**config.mk**
```make
export PLATFORM = sky130hd
export DESIGN_NAME = control_sequencer
export DESIGN_NICKNAME = d
export VERILOG_FILES = /design/src/rtl/control_sequencer.sv
export SDC_FILE = /design/constraint.sdc
export NUM_CORES = 1
export LEC_CHECK = 0
export BUFFER_PORTS_ARGS = -buffer_cell sky130_fd_sc_hd__buf_2
export CAP_MARGIN = 10
export CORE_MARGIN = 4
export CORE_UTILIZATION = 41
export DETAILED_ROUTE_END_ITERATION = 10
export GPL_ROUTABILITY_DRIVEN = 0
export PLACE_DENSITY_LB_ADDON = 0.2
export SLEW_MARGIN = 20
export SYNTH_ARGS = -nofsm -noshare
export SYNTH_HDL_FRONTEND = slang
export SYNTH_SLANG_ARGS = --single-unit
export TNS_END_PERCENT = 30
```
**constraint.sdc**
```tcl
create_clock -name clock -period 5.5 [get_ports clock]
set_clock_uncertainty 0.15 [all_clocks]
set_input_delay 1.65 -clock clock [delete_from_list [all_inputs] [get_ports clock]]
set_output_delay 1.65 -clock clock [all_outputs]
set_load 0.1 [all_outputs]
```
**src/rtl/control_sequencer.sv**
```systemverilog
// ---------------------------------------------------------------------------
// control_sequencer
//   Multi-cycle hardwired control unit for the RISC datapath. Walks each
//   instruction through fetch (F0..F2), decode (DEC) and an opcode-specific
//   execute sequence. It drives the datapath register strobes and the ALU
//   op-select, and runs the memory read/write handshake.
//
// Ports
//   clock      : system clock, rising edge
//   clear      : asynchronous active-low reset (returns to IDLE at once)
//   ir         : IR contents [31:27] opc, [26:23] Ra, [22:19] Rb, [18:15] Rc
//   mem_ready  : memory completes the pending read/write at this edge
//   pco/pci/pc_inc, iri/iro, mari/maro, mdri/mdro/mdr_sel, ryi/rzi/rzo,
//   cout, gpr_in/gpr_out/gpr_sel, alu_op : datapath controls
//   mem_read/mem_write : memory request, held until mem_ready
//   halted     : high while in HALT
//   illegal    : one-cycle pulse in DEC for an undefined opcode
// ---------------------------------------------------------------------------
module control_sequencer #(
    parameter int unsigned REG_BITS   = 4,
    parameter logic [4:0]  ALU_ADD_OP = 5'd3
) (
    input  logic                clock,
    input  logic                clear,
    input  logic [31:0]         ir,
    input  logic                mem_ready,
    output logic                pco,
    output logic                pci,
    output logic                pc_inc,
    output logic                iri,
    output logic                iro,
    output logic                mari,
    output logic                maro,
    output logic                mdri,
    output logic                mdro,
    output logic                mdr_sel,
    output logic                ryi,
    output logic                rzi,
    output logic                rzo,
    output logic                cout,
    output logic                gpr_in,
    output logic                gpr_out,
    output logic [REG_BITS-1:0] gpr_sel,
    output logic [4:0]          alu_op,
    output logic                mem_read,
    output logic                mem_write,
    output logic                halted,
    output logic                illegal
);

    typedef enum logic [3:0] {
        IDLE, F0, F1, F2, DEC,
        A3, A4, A5,
        E3, E4, E5,
        L6, L7, S6, S7,
        HALT
    } state_t;

    localparam logic [4:0] OPC_LD   = 5'b00000;
    localparam logic [4:0] OPC_ST   = 5'b00001;
    localparam logic [4:0] OPC_ALU0 = 5'b00010;
    localparam logic [4:0] OPC_ALU1 = 5'b01011;
    localparam logic [4:0] OPC_NOP  = 5'b11000;
    localparam logic [4:0] OPC_HALT = 5'b11001;

    state_t state;
    state_t state_nxt;

    logic [4:0]          opc;
    logic [REG_BITS-1:0] ra;
    logic [REG_BITS-1:0] rb;
    logic [REG_BITS-1:0] rc;
    logic                is_alu;

    // The immediate field is consumed by the datapath, not by the sequencer.
    logic unused_ir;

    assign opc       = ir[31:27];
    assign ra        = ir[26 -: REG_BITS];
    assign rb        = ir[22 -: REG_BITS];
    assign rc        = ir[18 -: REG_BITS];
    assign is_alu    = (opc >= OPC_ALU0) && (opc <= OPC_ALU1);
    assign unused_ir = ^ir[14:0];

    always_ff @(posedge clock or negedge clear) begin
        if (!clear) begin
            state <= IDLE;
        end else begin
            state <= state_nxt;
        end
    end

    always_comb begin
        state_nxt = state;
        pco       = 1'b0;
        pci       = 1'b0;
        pc_inc    = 1'b0;
        iri       = 1'b0;
        iro       = 1'b0;
        mari      = 1'b0;
        maro      = 1'b0;
        mdri      = 1'b0;
        mdro      = 1'b0;
        mdr_sel   = 1'b0;
        ryi       = 1'b0;
        rzi       = 1'b0;
        rzo       = 1'b0;
        cout      = 1'b0;
        gpr_in    = 1'b0;
        gpr_out   = 1'b0;
        gpr_sel   = '0;
        alu_op    = '0;
        mem_read  = 1'b0;
        mem_write = 1'b0;
        halted    = 1'b0;
        illegal   = 1'b0;

        case (state)
            IDLE: state_nxt = F0;

            F0: begin
                pco       = 1'b1;
                mari      = 1'b1;
                pc_inc    = 1'b1;
                state_nxt = F1;
            end

            // MDR captures memory data only on the edge the read completes.
            F1: begin
                mem_read = 1'b1;
                mdr_sel  = 1'b1;
                mdri     = mem_ready;
                if (mem_ready) state_nxt = F2;
            end

            F2: begin
                mdro      = 1'b1;
                iri       = 1'b1;
                state_nxt = DEC;
            end

            DEC: begin
                if (opc == OPC_LD || opc == OPC_ST) begin
                    state_nxt = E3;
                end else if (is_alu) begin
                    state_nxt = A3;
                end else if (opc == OPC_HALT) begin
                    state_nxt = HALT;
                end else begin
                    // Undefined opcodes flag once and then behave as NOP.
                    illegal   = (opc != OPC_NOP);
                    state_nxt = F0;
                end
            end

            // The ALU op-select is held across the whole ALU sequence.
            A3: begin
                gpr_out   = 1'b1;
                gpr_sel   = rb;
                ryi       = 1'b1;
                alu_op    = opc;
                state_nxt = A4;
            end

            A4: begin
                gpr_out   = 1'b1;
                gpr_sel   = rc;
                rzi       = 1'b1;
                alu_op    = opc;
                state_nxt = A5;
            end

            A5: begin
                rzo       = 1'b1;
                gpr_in    = 1'b1;
                gpr_sel   = ra;
                alu_op    = opc;
                state_nxt = F0;
            end

            E3: begin
                gpr_out   = 1'b1;
                gpr_sel   = rb;
                ryi       = 1'b1;
                state_nxt = E4;
            end

            E4: begin
                cout      = 1'b1;
                alu_op    = ALU_ADD_OP;
                rzi       = 1'b1;
                state_nxt = E5;
            end

            E5: begin
                rzo       = 1'b1;
                mari      = 1'b1;
                state_nxt = (opc == OPC_LD) ? L6 : S6;
            end

            L6: begin
                mem_read = 1'b1;
                mdr_sel  = 1'b1;
                mdri     = mem_ready;
                if (mem_ready) state_nxt = L7;
            end

            L7: begin
                mdro      = 1'b1;
                gpr_in    = 1'b1;
                gpr_sel   = ra;
                state_nxt = F0;
            end

            // Store data comes from the bus, so the MDR mux selects bus.
            S6: begin
                gpr_out   = 1'b1;
                gpr_sel   = ra;
                mdri      = 1'b1;
                state_nxt = S7;
            end

            S7: begin
                mem_write = 1'b1;
                if (mem_ready) state_nxt = F0;
            end

            HALT: halted = 1'b1;

            default: state_nxt = IDLE;
        endcase
    end

endmodule

```
==> flow_summary_export.csv, run 1 <==
group,metric,value,unit
sta,worstMarginPinSlew,0.551,ns
routing,drt_iter0_markers,17,
run_status,outcome,"finished, final reports clean",
hold_path,hold_path.class,"flip-flop to flip-flop",
critical_path,critPathLaunchType,"input port",
layout,drive_above_1_share,0.411,
global_routing,antenna_found_initial,0,
floorplan,row_count,15,
critical_path,path_class,"input port to output port",
logic_synthesis,synth_area_leaders,"dfrtp_1 (13%), and3_1 (5.7%), nor2_1 (5.3%)",
sta,setup_viol,0,
global_routing,grt_pass1_vias,811,
routing,drt-pass1-iter-count,4,
clock_tree,cts.sinks,4,
routing,drc,0,
placed_design,placed_cell_area,961,µm²
floorplan,initial_core_util,0.438,
placed_design,dp_hpwl,1.76,mm
layout,largest-register,"state",
routing,wire_per_inst,14.2,µm
global_routing,grt_pass1_wl,3.60,mm
clock_tree,ctsResizeCount,0,
sta,rsz0062_at_grt,"no",
layout,reg_top3,"state x4",
logic_synthesis,synth_top_area_frac,0.129,
placed_design,io_buffer_count,45,
global_routing,grt-ovfl-total,0,
floorplan,die_w,51.4,µm
logic_synthesis,synth_flop_cell,"dfrtp_1",
logic_synthesis,synth_area,773,µm²
sta,period_share,0.805,
layout,largest_reg_flops,4,
floorplan,fp.coreArea,1760,µm²
clock_tree,cts_inserted_buffers,3,
floorplan,io_pins,64,
layout,diodes,0,
clock_tree,clkSlewWorstSetupHoldPaths,0.04,ns
critical_path,endpoint_kind,"output port",
floorplan,design.die.area,2640,µm²
routing,wl,2.35,mm
layout,syn_to_final_growth,27.2,%
logic_synthesis,ys_seq_elements,4,
critical_path,cp.arrival,2.63,ns
logic_synthesis,async_flop_share,1.00,
sta,hold_viol,0,
logic_synthesis,synth_common_cells,"nor2_1 (11), and3_1 (7)",
logic_synthesis,synth_edf_count,0,
critical_path,worst_ep_required_time,3.70,ns
clock_tree,ctsHoldBuffers,0,
global_routing,grt_max_degree,19,
routing,ant_nets,0,
routing,num_vias,916,
layout,nNetsFinal,178,
clock_tree,cts_root_buf,"clkbuf_4",
logic_synthesis,synth.avg_cell_area,7.44,µm²
floorplan,die_h,51.4,µm
logic_synthesis,synth_most_common_cell,"nor2_1",
clock_tree,insertion_delay,0.24,ns
logic_synthesis,yosysTopAreaCell,"dfrtp_1",
sta,slew_violations,0,
logic_synthesis,synth-warning-count,0,
clock_tree,cts_tree,"done",
clock_tree,clockBufferDepth,2,
routing,vias_per_cell,5.52,
run,drv_cap,0,
sta,relSlewSlack,0.633,
critical_path,path_max_fanout,6,
layout,stdcell_area,983,µm²
layout,post-route-util,0.557,
clock_tree,htreeDepth,1,
sta,fmax,0.226,GHz
logic_synthesis,ys_seq_area_frac,0.129,
logic_synthesis,postSynthCellCount,104,
logic_synthesis,synth_cell_types,43,
sta,min_period,4.43,ns
clock_tree,postCtsSetupBuffers,0,
global_routing,grt_usage,0.174,
-- path summary, 6_finish.rpt --
path	start	end	slack, ns	cells after the start
max in group asynchronous	clear	state[0]	4.02	1
min reg2reg	state[1]	state[0]	0.63	2
min in group asynchronous	clear	state[2]	1.06	1
min	state[1]	state[0]	0.63	2
max	mem_ready	mdri	1.07	5
max reg2reg	state[3]	state[2]	3.56	3
-- per-stage QoR --
step | setup TNS, ns | setup WS [ns] | hold WS, ns | std cells
after floorplan | -0.296 | -0.254 | 0.487 | 106
after global placement | 0 | 1.11 | 0.602 | 163
after detailed placement | 0 | 1.08 | 0.604 | 163
after CTS | 0 | 1.08 | 0.608 | 166
after global routing | 0 | 0.973 | 0.660 | 166
final | 0 | 1.07 | 0.627 | 166
-- area by class of cell --
type,count,area [µm²]
Inverter,2,7.51
Tap cell,25,31.3
Sequential cell,4,100
Fill cell,198,781
Timing Repair Buffer,45,225
Clock buffer,3,22.5
Multi-Input combinational cell,87,597
-- worst max-delay path, stage by stage --
cell	delay, ns
buf_2	0.14
nor2b_1	0.14
a21oi_1	0.09
o32ai_2	0.14
buf_2	0.46
-- placed cells by master, fill, tap and decap left out, types with 3 or more instances in the layout --
master    Yosys  layout
conb_1        1       3
nor2b_1       6       6
or2_2         3       3
a221o_1       4       4
dfrtp_1       4       4
nand2b_1      6       6
nor2_1       11      11
nand2_1       6       6
buf_2         6      45
o21ai_0       3       3
mux2_2        3       3
clkbuf_4      0       3
a21oi_1       3       3
and3_1        7       7
-- kinds of logic after synthesis --
| group | share of synthesized area |
|---|---|
| compound gates | 0.332 |
| buf+inv | 0.118 |
| flops | 0.129 |
| mux | 0.0437 |
| other cells | 0.00485 |
| simple gates | 0.372 |
-- per-layer routing --
metal | global-route usage | vias to the layer above | share of wire
li1 | - | 455 | -
met1 | 0.230 | 403 | 0.45
met2 | 0.263 | 50 | 0.41
met3 | 0.0350 | 8 | 0.12
met4 | 0.0917 | 0 | 0.022
met5 | 0 | - | 0
Power of run 1 is left out: the tool's default activity adds up to more than one toggle a clock period on the data nets, which glitch-free logic cannot reach.
==> inputs of run 2 (changes only) <==
--- a/config.mk
+++ b/config.mk
@@ -8,7 +8,7 @@
 export BUFFER_PORTS_ARGS = -buffer_cell sky130_fd_sc_hd__buf_2
 export CAP_MARGIN = 10
 export CORE_MARGIN = 4
-export CORE_UTILIZATION = 41
+export CORE_UTILIZATION = 35
 export DETAILED_ROUTE_END_ITERATION = 10
 export GPL_ROUTABILITY_DRIVEN = 0
 export PLACE_DENSITY_LB_ADDON = 0.2
==> constraint.sdc (replaced) <==
create_clock -name clock -period 3.85 [get_ports clock]
set_clock_uncertainty 0.15 [all_clocks]
set_input_delay 1.155 -clock clock [delete_from_list [all_inputs] [get_ports clock]]
set_output_delay 1.155 -clock clock [all_outputs]
set_load 0.1 [all_outputs]
==> flow_summary_export.csv, run 2 (synthesis gave the netlist of run 1 again) <==
group,metric,value,unit
clock_tree,cts_root_buf,"clkbuf_4",
critical_path,path_class,"flip-flop to output port",
layout,multiInputGateArea,597,µm²
routing,drt_iter0_markers,22,
global_routing,grt_pass1_vias,868,
floorplan,die_w,55,µm
layout,nNetsFinal,179,
sta,hold_viol,0,
routing,wl,2.26,mm
run,drv_cap,0,
critical_path,worst_ep_required_time,2.54,ns
layout,layout_commonest_cell,"buf_2",
routing,drt-pass1-iter-count,7,
placed_design,dp_cells,166,
layout,largest_reg_flops,4,
layout,final_cell_mix,"buf_2 (45), nor2_1 (11), and3_1 (7)",
floorplan,design.die.area,3030,µm²
layout,largest-register,"state",
global_routing,antenna_found_initial,0,
clock_tree,postCtsSetupBuffers,0,
global_routing,grt-ovfl-total,0,
critical_path,r2r-end,"state[0]",
clock_tree,ctsHoldBuffers,0,
layout,regArea,100,µm²
routing,num_vias,934,
global_routing,grt_max_degree,19,
floorplan,initial_core_util,0.382,
routing,vias_per_cell,5.53,
routing,drc,0,
clock_tree,htreeDepth,1,
clock_tree,cts.sinks,4,
sta,slew_violations,0,
sta,fmax,0.287,GHz
critical_path,endpoint_kind,"output port",
critical_path,reg2reg_slack,2.02,ns
critical_path,r2r_start,"state[2]",
global_routing,grt_usage,0.161,
floorplan,io_pins,64,
floorplan,row_count,16,
critical_path,path_max_fanout,18,
layout,fin_cells,169,
sta,setup_viol,0,
routing,ant_nets,0,
run_status,outcome,"finished, final reports clean",
clock_tree,insertion_delay,0.23,ns
layout,syn_to_final_growth,28.5,%
clock_tree,clkSlewWorstSetupHoldPaths,0.03,ns
hold_path,hold_path.class,"input port to async pin",
sta,min_period,3.49,ns
critical_path,cp.arrival,2.18,ns
sta,period_share,0.906,
critical_path,critPathLaunchType,"flip-flop",
clock_tree,ctsResizeCount,0,
layout,diodes,0,
layout,reg_top3,"state x4",
routing,wire_per_inst,13.4,µm
layout,post-route-util,0.491,
global_routing,grt_pass1_wl,3.66,mm
clock_tree,cts_tree,"done",
clock_tree,cts_inserted_buffers,3,
floorplan,die_h,55,µm
clock_tree,clockBufferDepth,2,
placed_design,io_buffer_count,45,
layout,fillCellCount,215,
floorplan,fp.coreArea,2020,µm²
sta,rsz0062_at_grt,"no",
layout,drive_above_1_share,0.415,
critical_path,ff2ff_path_depth,3,
placed_design,dp_hpwl,1.78,mm
-- run 2: cell count changes in the layout (fill, tap and decap cells not counted), sizes merged --
cell / change
buf: +1
-- run 2: worst max-delay path, stage by stage, from the launching register on --
cell      delay (ns)
dfrtp_1         0.64
nand2b_1        0.33
o21ai_1         0.36
a221o_1         0.21
buf_2           0.42
-- run 2: routing by layer --
| metal | vias up | track usage | routed length (µm) |
|---|---|---|---|
| met5 | - | 0 | 0 |
| met4 | 0 | 0.0607 | 19 |
| met3 | 2 | 0.0134 | 177 |
| met2 | 36 | 0.291 | 1140 |
| met1 | 436 | 0.195 | 925 |
| li1 | 460 | - | - |
-- run 2: per-stage QoR --
step	setup WS (ns)	TNS (ns)	hold slack, ns	instance area, µm²
finish	0.361	0	0.569	993
global route	0.201	0	0.557	993
CTS	0.374	0	0.563	993
detailed placement	0.424	0	0.615	971
global placement	0.448	0	0.603	971
floorplan	-0.914	-2.40	0.487	788
-- run 2: how the worst max path moves through the flow --
stage	slack, ns	end	start	depth (start not counted)
finish	0.36	gpr_sel[1]	state[2]	4
global route	0.20	gpr_sel[1]	state[2]	4
CTS	0.37	gpr_sel[1]	state[2]	4
detailed placement	0.42	mdri	mem_ready	5
global placement	0.45	mdri	mem_ready	5
floorplan	-0.91	illegal	ir[30]	4
-- run 2: cell type report --
| type | instances | area share |
|---|---|---|
| multi-input cells | 87 | 0.601 |
| well taps | 27 | 0.0340 |
| flip-flops and latches | 4 | 0.101 |
| clock buffers | 3 | 0.0227 |
| inverters | 2 | 0.00756 |
| repair buffers | 46 | 0.234 |
Power of run 2 is left out for the same reason.
